`config.mk`:
```
export PLATFORM = sky130hd
export DESIGN_NAME = fetch_unit
export DESIGN_NICKNAME = d
export VERILOG_FILES = /design/src/rtl/fetch_unit.sv
export SDC_FILE = /design/constraint.sdc
export NUM_CORES = 1
export LEC_CHECK = 0
export CELL_PAD_IN_SITES_DETAIL_PLACEMENT = 0
export CELL_PAD_IN_SITES_GLOBAL_PLACEMENT = 1
export CORE_MARGIN = 2
export CORE_UTILIZATION = 36
export DETAILED_ROUTE_END_ITERATION = 8
export GPL_TIMING_DRIVEN = 0
export PLACE_DENSITY_LB_ADDON = 0.1
export SLEW_MARGIN = 20
export SYNTH_ARGS = -nofsm -noshare
export SYNTH_HDL_FRONTEND = slang
export SYNTH_SLANG_ARGS = --single-unit
```
`constraint.sdc`:
```
create_clock -name clk -period 5.86 [get_ports clk]
set_input_delay 0.879 -clock clk [delete_from_list [all_inputs] [get_ports clk]]
set_output_delay 0.879 -clock clk [all_outputs]
set_load 0.01 [all_outputs]
```
`src/rtl/fetch_unit.sv`:
```
// Instruction fetch: credit-limited in-order imem reads, fetch queue, registered one-per-cycle issue to decode.
// Latency: response at edge E appears on instr at edge E+1; a taken branch flushes and drops stale responses.
module fetch_unit #(
    parameter int              PC_W     = 16,
    parameter int              FQ_DEPTH = 4,
    parameter logic [PC_W-1:0] RESET_PC = '0,
    parameter int              PC_STEP  = 2
) (
    input  logic                      clk,
    input  logic                      reset,
    output logic                      imem_req_valid,
    input  logic                      imem_req_ready,
    output logic [PC_W-1:0]           imem_req_addr,
    input  logic                      imem_rsp_valid,
    input  logic [15:0]               imem_rsp_data,
    input  logic                      stall,
    input  logic                      is_branch_taken,
    input  logic [PC_W-1:0]           branch_target,
    output logic [15:0]               instr,
    output logic [PC_W-1:0]           instr_pc,
    output logic                      instr_valid,
    output logic [$clog2(FQ_DEPTH):0] fq_count
);
    localparam int              AW      = $clog2(FQ_DEPTH);
    localparam int              CW      = AW + 1;
    localparam logic [PC_W-1:0] STEP    = PC_W'(PC_STEP);
    localparam logic [CW:0]     DEPTH_C = (CW+1)'(FQ_DEPTH);

    logic [PC_W-1:0] fetch_pc_q;
    logic [PC_W-1:0] rsp_pc_q;
    logic [CW-1:0]   inflight_q;
    logic [CW-1:0]   inflight_d;
    logic [CW-1:0]   drop_cnt_q;
    logic [CW-1:0]   wr_ptr_q;
    logic [CW-1:0]   rd_ptr_q;
    logic            started_q;
    logic [15:0]     instr_q;
    logic [PC_W-1:0] instr_pc_q;
    logic            instr_valid_q;
    logic [15:0]     fq_dat [FQ_DEPTH];
    logic [PC_W-1:0] fq_pc  [FQ_DEPTH];
    logic            req_hs;
    logic            push;
    logic            pop;
    logic [CW:0]     credit_used;

    // Queued plus outstanding words never exceed the queue size, so a response always has a slot.
    assign fq_count       = wr_ptr_q - rd_ptr_q;
    assign credit_used    = {1'b0, fq_count} + {1'b0, inflight_q};
    assign imem_req_valid = started_q && (credit_used < DEPTH_C);
    assign imem_req_addr  = fetch_pc_q;
    assign req_hs         = imem_req_valid && imem_req_ready;
    assign push           = imem_rsp_valid && !is_branch_taken && (drop_cnt_q == '0);
    assign pop            = !is_branch_taken && !stall && (fq_count != '0);
    assign inflight_d     = inflight_q + CW'(req_hs) - CW'(imem_rsp_valid);

    assign instr       = instr_q;
    assign instr_pc    = instr_pc_q;
    assign instr_valid = instr_valid_q;

    always_ff @(posedge clk or posedge reset) begin
        if (reset) begin
            fetch_pc_q    <= RESET_PC;
            rsp_pc_q      <= RESET_PC;
            inflight_q    <= '0;
            drop_cnt_q    <= '0;
            wr_ptr_q      <= '0;
            rd_ptr_q      <= '0;
            started_q     <= 1'b0;
            instr_q       <= '0;
            instr_pc_q    <= '0;
            instr_valid_q <= 1'b0;
        end else begin
            started_q  <= 1'b1;
            inflight_q <= inflight_d;
            if (is_branch_taken) begin
                // Everything still outstanding after this edge belongs to the old path.
                fetch_pc_q    <= branch_target;
                rsp_pc_q      <= branch_target;
                wr_ptr_q      <= '0;
                rd_ptr_q      <= '0;
                drop_cnt_q    <= inflight_d;
                instr_q       <= '0;
                instr_valid_q <= 1'b0;
            end else begin
                if (req_hs) begin
                    fetch_pc_q <= fetch_pc_q + STEP;
                end
                if (imem_rsp_valid && (drop_cnt_q != '0)) begin
                    drop_cnt_q <= drop_cnt_q - CW'(1);
                end
                if (push) begin
                    rsp_pc_q <= rsp_pc_q + STEP;
                    wr_ptr_q <= wr_ptr_q + CW'(1);
                end
                if (!stall) begin
                    if (pop) begin
                        instr_q       <= fq_dat[rd_ptr_q[AW-1:0]];
                        instr_pc_q    <= fq_pc[rd_ptr_q[AW-1:0]];
                        instr_valid_q <= 1'b1;
                        rd_ptr_q      <= rd_ptr_q + CW'(1);
                    end else begin
                        instr_q       <= '0;
                        instr_valid_q <= 1'b0;
                    end
                end
            end
        end
    end

    always_ff @(posedge clk) begin
        if (push) begin
            fq_dat[wr_ptr_q[AW-1:0]] <= imem_rsp_data;
            fq_pc[wr_ptr_q[AW-1:0]]  <= rsp_pc_q;
        end
    end
endmodule

```
==> results.md, run 1 <==
Pwr:
- The static leakage is between 3 and 4 nW.
- The worst voltage drop across the vdd grid is ~170 uV.
- The total power density per cell area is 420.4 nW/um^2.

Setup path:
- In this run the critical register-to-register path is launched from rd_ptr_q[1].
- STA classifies the critical path endpoint as an output port.
- The path depth of the worst reg2reg path is 18.
- The largest fanout on the critical path is 10.
- The worst endpoint required time is 4.98 ns.
- The highest cell delay on the worst timing path is ~0.6 ns.
- The setup slack of the most critical reg-to-reg path is around 0.86 ns.
- The startpoint kind of the worst setup timing path is a flop.
- The worst setup path category is flop to output port.
- The slowest stage of the critical path is the clkbuf_1 cell.
- Traced cell by cell, the critical path runs through clkbuf_1 -> clkbuf_1 -> inv_1 -> fa_1 -> xor3_1 -> inv_1 -> ha_1 -> nor4b_4 -> and2_1 -> clkdlybuf4s50_1.
- The endpoint arrival time on the critical path is ~4.4 ns.
- In this run the critical register-to-register path is captured at drop_cnt_q[2].

Finish:
- The total inserted antenna cells is 0.
- The total number of nets in the final design is around 690.
- The share of cells above drive strength 1 is a little under a fifth.
- Relative to the synthesized area, the layout overhead comes to 26.70%.
- The number of fill cells is ~2,000.
- The final instance count without filler cells is slightly below 1,000.
- Summing all flip-flop and latch instances after layout gives 5796 um^2.
- The total non-filler cell area in the finished layout is 10,750 um^2.
- The multi-input logic area is 2512 um^2.

Yosys:
- The commonest cells after synthesis are edfxtp_1, dfrtp_1, mux4_2.
- The most common cell in the synthesized netlist is edfxtp_1.
- The average cell area after synthesis is approximately 17 um^2.
- The proportion of synthesized flip-flops having asynchronous set or reset is a little under two fifths.
- The prevailing post-synth register cell is edfxtp_1.
- In this run, synthesis produced a sequential element count of just over 200.
- The post-synth design cell area is 8487 um^2.
- The net count of the mapped netlist is about 570.
- The sequential share of the synthesized area is 68.29%.
- The number of synthesis warnings is 0.
- The number of cells produced by synthesis is approximately 510.
- In this run, synthesis inferred 128 flip-flops with an integrated enable.
- The share of synthesized area in the top cell type comes to between 40% and 50%.
- Of all cell types, the one taking the most synthesized area is edfxtp_1.
- Sorting the synthesized cells by area gives the leading types as edfxtp_1, dfrtp_1, mux4_2, mux2_2, ha_1.
- The count of unique library cells instantiated by Yosys is 55.

Global routing:
- Across every metal layer, demand over resource in global routing totals between 10% and 20%.
- The largest net degree at the start of global routing is between 40 and 50.
- The number of antenna violations at the first check in global routing is 0.
- The first-pass GRT wire length is 28,860 um.
- The via count of the first global-routing pass is around 5,100.
- The sum of overflow across all layers after global routing is 0.

STA:
- The number of hold violations in the final report is 0.
- The final clock period utilization by the worst path is roughly nine tenths.
- On the final layout, the worst hold slack is 0.4789 ns.
- Setup violations remaining at the end of the flow were counted as 0.
- The setup TNS is 0 ns.
- The minimum clock period after layout is ~5.3 ns.
- At the pin with the least slew margin, the transition time is 0.7131 ns.
- The count of pins over their slew limit came to 0.
- The relative slew slack is between 50% and 60%.
- The smallest setup slack after layout is just under 0.6 ns.
- The worst setup skew after layout is 0.01151 ns.
- Setup repair after global routing left no endpoint under its margin.
- The maximum frequency from static timing analysis is between 150 and 200 MHz.

Clocking:
- For this design, the sink count on the clock tree is between 200 and 250.
- After clock tree synthesis, the clock-pin slew on the worst setup and hold paths is 0.06 ns.
- The total of cells resized after clock tree synthesis is 0.
- The number of buffers inserted to repair setup after CTS is 0.
- The insertion delay of the later-clocked pin in the worst-skew pair is roughly 0.50 ns.
- The number of H-tree levels is 1.
- The maximum count of clock buffers along a single path is 3.
- The root buffer cell chosen for the clock tree is clkbuf_16.
- The CTS tree is built.
- The number of buffers inserted during clock tree synthesis is 23.
- The hold buffer count at cts is 0.

Place:
- The number of buffers added on ports is 90.
- The placed cell count is 927.
- After detailed placement, the total cell area comes to around 9900 um^2.
- Before CTS, the worst setup slack after placement is around 0.77 ns.
- The HPWL after detailed placement is 12,170 um.
- The weighted congestion reported at the end of routability-driven placement is roughly 0.74.

Detailed routing:
- The post-detailed-routing wire length is between 15,000 and 20,000 um.
- The number of optimization iterations in the first detailed-route pass is 4.
- The DRC marker count from the first detailed-route iteration is around 210.
- Dividing the detail-routed wire length by the instance count gives slightly below 20 um.
- The detailed-route DRC error count is 0.
- The number of vias per cell is approximately 5.
- The total vias in the final route is between 4,000 and 5,000.
- In this run the remaining antenna-violating nets after routing total 0.

Worst hold path:
- The terminating pin of the worst hold path is instr_valid.
- Along the worst hold path, the cell count comes to 1.
- The launch point of the worst hold path is instr_valid.
- The min-delay analysis places its worst path in the category flop to flop.

Die:
- For this configuration, the core starts out at a cell density of 36.37%.
- The height of the chip is 157.5 um.
- The width of the die is around 160 um.
- The floorplan step defined a core boundary enclosing 23,330 um^2.
- The die covers about 25,000 um^2.
- The number of top-level design ports is between 90 and 100.
- The floorplan row count is 56.

Job:
- Across the run, the number of max-cap violations was 0.

Outcome:
- The flow ran to the end, and the final reports show no timing, DRC or antenna violations.
==> area by class of cell <==
cell class,instances,area share [%]
multi-input cells,262,23.37
plain buffers,23,0.9425
clock buffers,28,5.713
clock inverters,14,2.106
inverters,22,0.8145
well taps,319,3.712
repair buffers,95,9.448
flip-flops and latches,206,53.90
==> per-layer routing <==
metal | routed length (um) | GRT usage, % | share of wire [%]
met5 | 0 | 0 | 0
met4 | 243 | 3.333 | 1.3
met3 | 764 | 2.533 | 4.1
met2 | 9032 | 25.99 | 48
met1 | 8634 | 20.88 | 46
==> worst max-delay path, delay by kind of cell, from the launching register on <==
kind | cells | cell delay, ns
flops | 1 | 0.37
xor+xnor | 1 | 0.29
simple gates | 2 | 0.76
buf+inv | 5 | 1.75
fa+ha+maj | 2 | 0.73
==> placed cells by master, fill, tap and decap left out, types with 16 or more instances in the layout <==
master and n:
clkbuf_16 23, nand2_1 17, clkdlybuf4s50_1 90, mux4_2 32, inv_1 20, a22o_1 16, xnor2_1 16, mux2_2 24
dfrtp_1 78, clkbuf_1 16, edfxtp_1 128
==> worst max-delay path by stage <==
stage,from,slack (ns),end,cells after the start
after floorplan,rd_ptr_q[1],1.77,drop_cnt_q[2],18
after detailed placement,rd_ptr_q[1],0.77,drop_cnt_q[2],18
after global placement,rd_ptr_q[1],0.80,drop_cnt_q[2],18
final,rd_ptr_q[1],0.58,imem_req_valid,10
after global routing,rd_ptr_q[1],0.20,imem_req_valid,10
after CTS,rd_ptr_q[1],0.45,imem_req_valid,10
==> sequential cells by signal, summed over array words and instances, names as in the netlist, 3 cells and up <==
name	cells
wr_ptr_q	3
instr_pc	16
rsp_pc_q	16
imem_req_addr	16
drop_cnt_q	3
inflight_q	3
fq_dat	64
fq_pc	64
rd_ptr_q	3
instr	16
==> report_power, final <==
group	total (mW)	switching, mW	internal (mW)
combinational	1.06	0.478	0.585
clock	1.59	0.576	1.01
sequential	1.87	0.135	1.73
total	4.52	1.19	3.33
==> through the flow <==
| step | total power, mW | util, % |
|---|---|---|
| floorplan | 2.509 | - |
| global placement | 2.960 | 41.95 |
| detailed placement | 2.986 | 42.48 |
| CTS | 4.585 | 46.09 |
| global route | 4.745 | 46.09 |
| finish | 4.520 | 46.09 |
==> kinds of logic after synthesis <==
group	synth area share, %
adders and majority gates	2.536
AOI/OAI and AO/OA	5.440
buffers and inverters	2.167
and+or+nand+nor	6.723
xor gates and xnor gates	2.654
DFF	68.29
muxes	12.15
other	0.04419
Note: power is estimated with default switching activity, not from simulation.
==> run 2: changes to the inputs <==
--- a/config.mk
+++ b/config.mk
@@ -11,7 +11,8 @@
 export CORE_UTILIZATION = 36
 export DETAILED_ROUTE_END_ITERATION = 8
 export GPL_TIMING_DRIVEN = 0
-export PLACE_DENSITY_LB_ADDON = 0.1
+export PLACE_DENSITY = 0.69
+export SKIP_LAST_GASP = 1
 export SLEW_MARGIN = 20
 export SYNTH_ARGS = -nofsm -noshare
 export SYNTH_HDL_FRONTEND = slang
==> results.md, run 2 (synthesized netlist as in run 1, its figures left out) <==
Global routing:
- The largest net degree at the start of global routing is 50 (+11%).
- The met1 track demand over resource came to 20.54% (-0.33 points).
- The via count of the first global-routing pass is 5,189 (+1.7%).
- The met3 layer usage reported by global route is 2.368% (-0.17 points).
- The global routing stage identified its most utilized layer as met2.
- The global router's overall resource usage is 14.78% (-0.55 points).
- The number of antenna violations at the first check in global routing came to 0 (unchanged).
- The sum of overflow across all layers after global routing is 0 (unchanged).
- The fraction of met2 tracks used by global routing is 24.68% (-1.3 points).
- The first-pass GRT wire length is 28,490 um (-1.3%).

Detailed routing:
- The detailed-route DRC error count is 0 (unchanged).
- The remaining antenna violation count after routing was 0 (unchanged).
- The number of vias per cell is 5.065 (+1.1%).
- The post-detailed-routing wire length is 17,840 um (-4.5%).
- The per-cell routed wire length is 18.45 um (-4.3%).
- The DRC marker count from the first detailed-route iteration was 247 (+19%).
- The number of optimization iterations in the first detailed-route pass is 4 (unchanged).
- The total vias in the final route is 4,898 (+0.84%).

Clocking:
- The number of H-tree levels is 1 (unchanged).
- The root buffer selected by CTS is clkbuf_16.
- TritonCTS built the clock tree.
- The number of buffers inserted to repair setup after CTS is 0 (unchanged).
- The maximum count of clock buffers along a single path is 3 (unchanged).
- The clock slew at the register clock pins of the worst setup and hold paths is 0.06 ns (about the same).
- The hold buffer count at cts is 0 (unchanged).
- The number of buffers inserted during clock tree synthesis came to 23 (unchanged).
- The insertion delay of the later-clocked pin in the worst-skew pair came to 0.49 ns (about the same).
- The total of cells resized after clock tree synthesis is 0 (unchanged).
- The count of clock tree sinks was 206 (unchanged).

STA:
- The number of hold violations in the final report is 0 (unchanged).
- The minimum clock period after layout is 5.122 ns (-0.1579 ns).
- The final clock period utilization by the worst path was 87.40% (-2.7 points).
- The smallest setup slack after layout is 0.7382 ns (+0.1579 ns).
- The maximum frequency from static timing analysis is 195.2 MHz (+3.1%).
- The relative slew slack is 54.75% (+2.3 points).
- The setup TNS is 0 ns (unchanged).
- The count of pins over their slew limit is 0 (unchanged).
- The actual transition at the worst max-transition pin is 0.6787 ns (-0.03437 ns).
- The final-report setup violation count came to 0 (unchanged).
- The worst setup skew after layout is 0.008271 ns (-0.003239 ns).
- Setup repair after global routing left no endpoint under its margin.

Worst hold path:
- The cell depth of the worst hold path is 1 (unchanged).
- The worst hold path belongs to the class flop to flop.

Setup path:
- STA classifies the critical path endpoint as an output port.
- The startpoint kind of the worst setup timing path is a flop.
- The worst setup path category is flop to output port.
- The largest fanout on the critical path came to 10 (unchanged).
- The worst endpoint required time is 4.98 ns (about the same).
- The endpoint arrival time on the critical path is 4.24 ns (-0.16 ns).
- The path depth of the worst reg2reg path came to 18 (unchanged).

Die:
- The total core area is 23,330 um^2 (unchanged).
- The number of top-level design ports was 91 (unchanged).
- The initial core utilization is 36.37% (unchanged).
- The floorplan row count is 56 (unchanged).
- The overall die area is 24,820 um^2 (unchanged).
- The width of the die was 157.5 um (unchanged).
- The height of the chip was 157.5 um (unchanged).

Finish:
- The total non-filler cell area in the finished layout is 10,600 um^2 (-1.4%).
- Leaving out fill and tap cells, the most frequent cell in the layout is edfxtp_1.
- The total inserted antenna cells was 0 (unchanged).
- The post-layout utilization of the core was 45.43% (-0.65 points).
- The total number of nets in the final design was 687 (unchanged).
- The area growth from synthesis to layout is 24.90%.
- The share of cells above drive strength 1 was 17.44% (-0.72 points).
- The top cell types in the final layout, fill and taps aside, are edfxtp_1, clkdlybuf4s50_1, dfrtp_1.

Pwr:
- The switching power is 1.151 mW (-3.2%).
- The proportion of power drawn by flip-flops and latches is 44.0% (+2.6 points).
- The total power density per cell area is 401.2 nW/um^2 (-4.6%).
- The worst voltage drop across the vdd grid is 178.6 uV (+4.6%).
- The static leakage is 3.811 nW (-1.8%).
- The fraction of power spent switching nets is 27.08% (+0.76 points).
- The clock network power share is 31.1% (-4.0 points).
- The design internal power came to 3.101 mW (-6.9%).
- The logic gate share of total power is 24.9% (+1.4 points).

Place:
- The number of buffers added on ports is 90 (unchanged).
- The placement-stage worst setup slack is 0.9259 ns (+0.1518 ns).
- The standard cell area after detailed placement is 9902 um^2 (-0.10%).
- The placed wire-length estimate after detailed placement is 12,170 um (about the same).
- The weighted congestion reported at the end of routability-driven placement is 0.7627 (+3.0%).

Job:
- The count of max-cap constraint violations is 0 (unchanged).

Outcome:
- The flow ran to the end, and the final reports show no timing, DRC or antenna violations.
[run 2: cell types whose count changed in the layout (fill, tap and decap cells not counted)]
cell       change
clkinv_1       +5
buf_12         +1
buf_16         -1
clkbuf_1       -2
bufinv_16      -5
inv_6          -2
inv_4          +1
clkinv_2       +1
[run 2: stage by stage]
step / hold WS [ns] / power (mW) / std cells
finish: 0.4827 / 4.253 / 967
global route: 0.5026 / 4.478 / 967
CTS: 0.4860 / 4.311 / 967
detailed placement: 0.4734 / 2.982 / 927
global placement: 0.4584 / 2.943 / 922
floorplan: 0.4760 / 2.509 / 513
[run 2: cell type report]
| class | count | area, um^2 |
|---|---|---|
| Tap cell | 319 | 399.1 |
| Buffer | 23 | 101.3 |
| Clock buffer | 26 | 606.8 |
| Multi-Input combinational cell | 262 | 2512 |
| Timing Repair Buffer | 95 | 1008 |
| Fill cell | 2048 | 12730 |
| Inverter | 22 | 85.08 |
| Sequential cell | 206 | 5796 |
| Clock inverter | 14 | 91.34 |
[run 2: metal layers]
layer / vias to the layer above / part of all wire (%)
met5: - / 0
met4: 0 / 1.3
met3: 20 / 4.8
met2: 144 / 48
met1: 2506 / 46
li1: 2228 / -
[run 2: power groups by stage]
stage | combinational [mW] | clock [mW] | sequential (mW)
finish | 1.06 | 1.32 | 1.87
global route | 1.17 | 1.41 | 1.90
CTS | 1.08 | 1.35 | 1.88
detailed placement | 1.08 | 0 | 1.90
global placement | 1.05 | 0 | 1.89
floorplan | 0.594 | 0 | 1.91
[run 2: final timing paths]
path                             start  slack, ns        endpoint
max                        rd_ptr_q[1]       0.74  imem_req_valid
max in group asynchronous        reset       4.47     rd_ptr_q[2]
max reg2reg                rd_ptr_q[1]       1.05   drop_cnt_q[2]
min reg2reg                instr_valid       0.48     instr_valid
min                        instr_valid       0.48     instr_valid
min in group asynchronous        reset       0.77       instr[11]
[run 2: critical path, stage by stage (launching register included)]
cell	delay, ns
dfrtp_1	0.35
clkbuf_1	0.31
clkbuf_1	0.57
inv_1	0.14
fa_1	0.44
xor3_1	0.29
inv_1	0.09
ha_1	0.31
nor4b_4	0.50
and2_1	0.22
clkdlybuf4s50_1	0.54
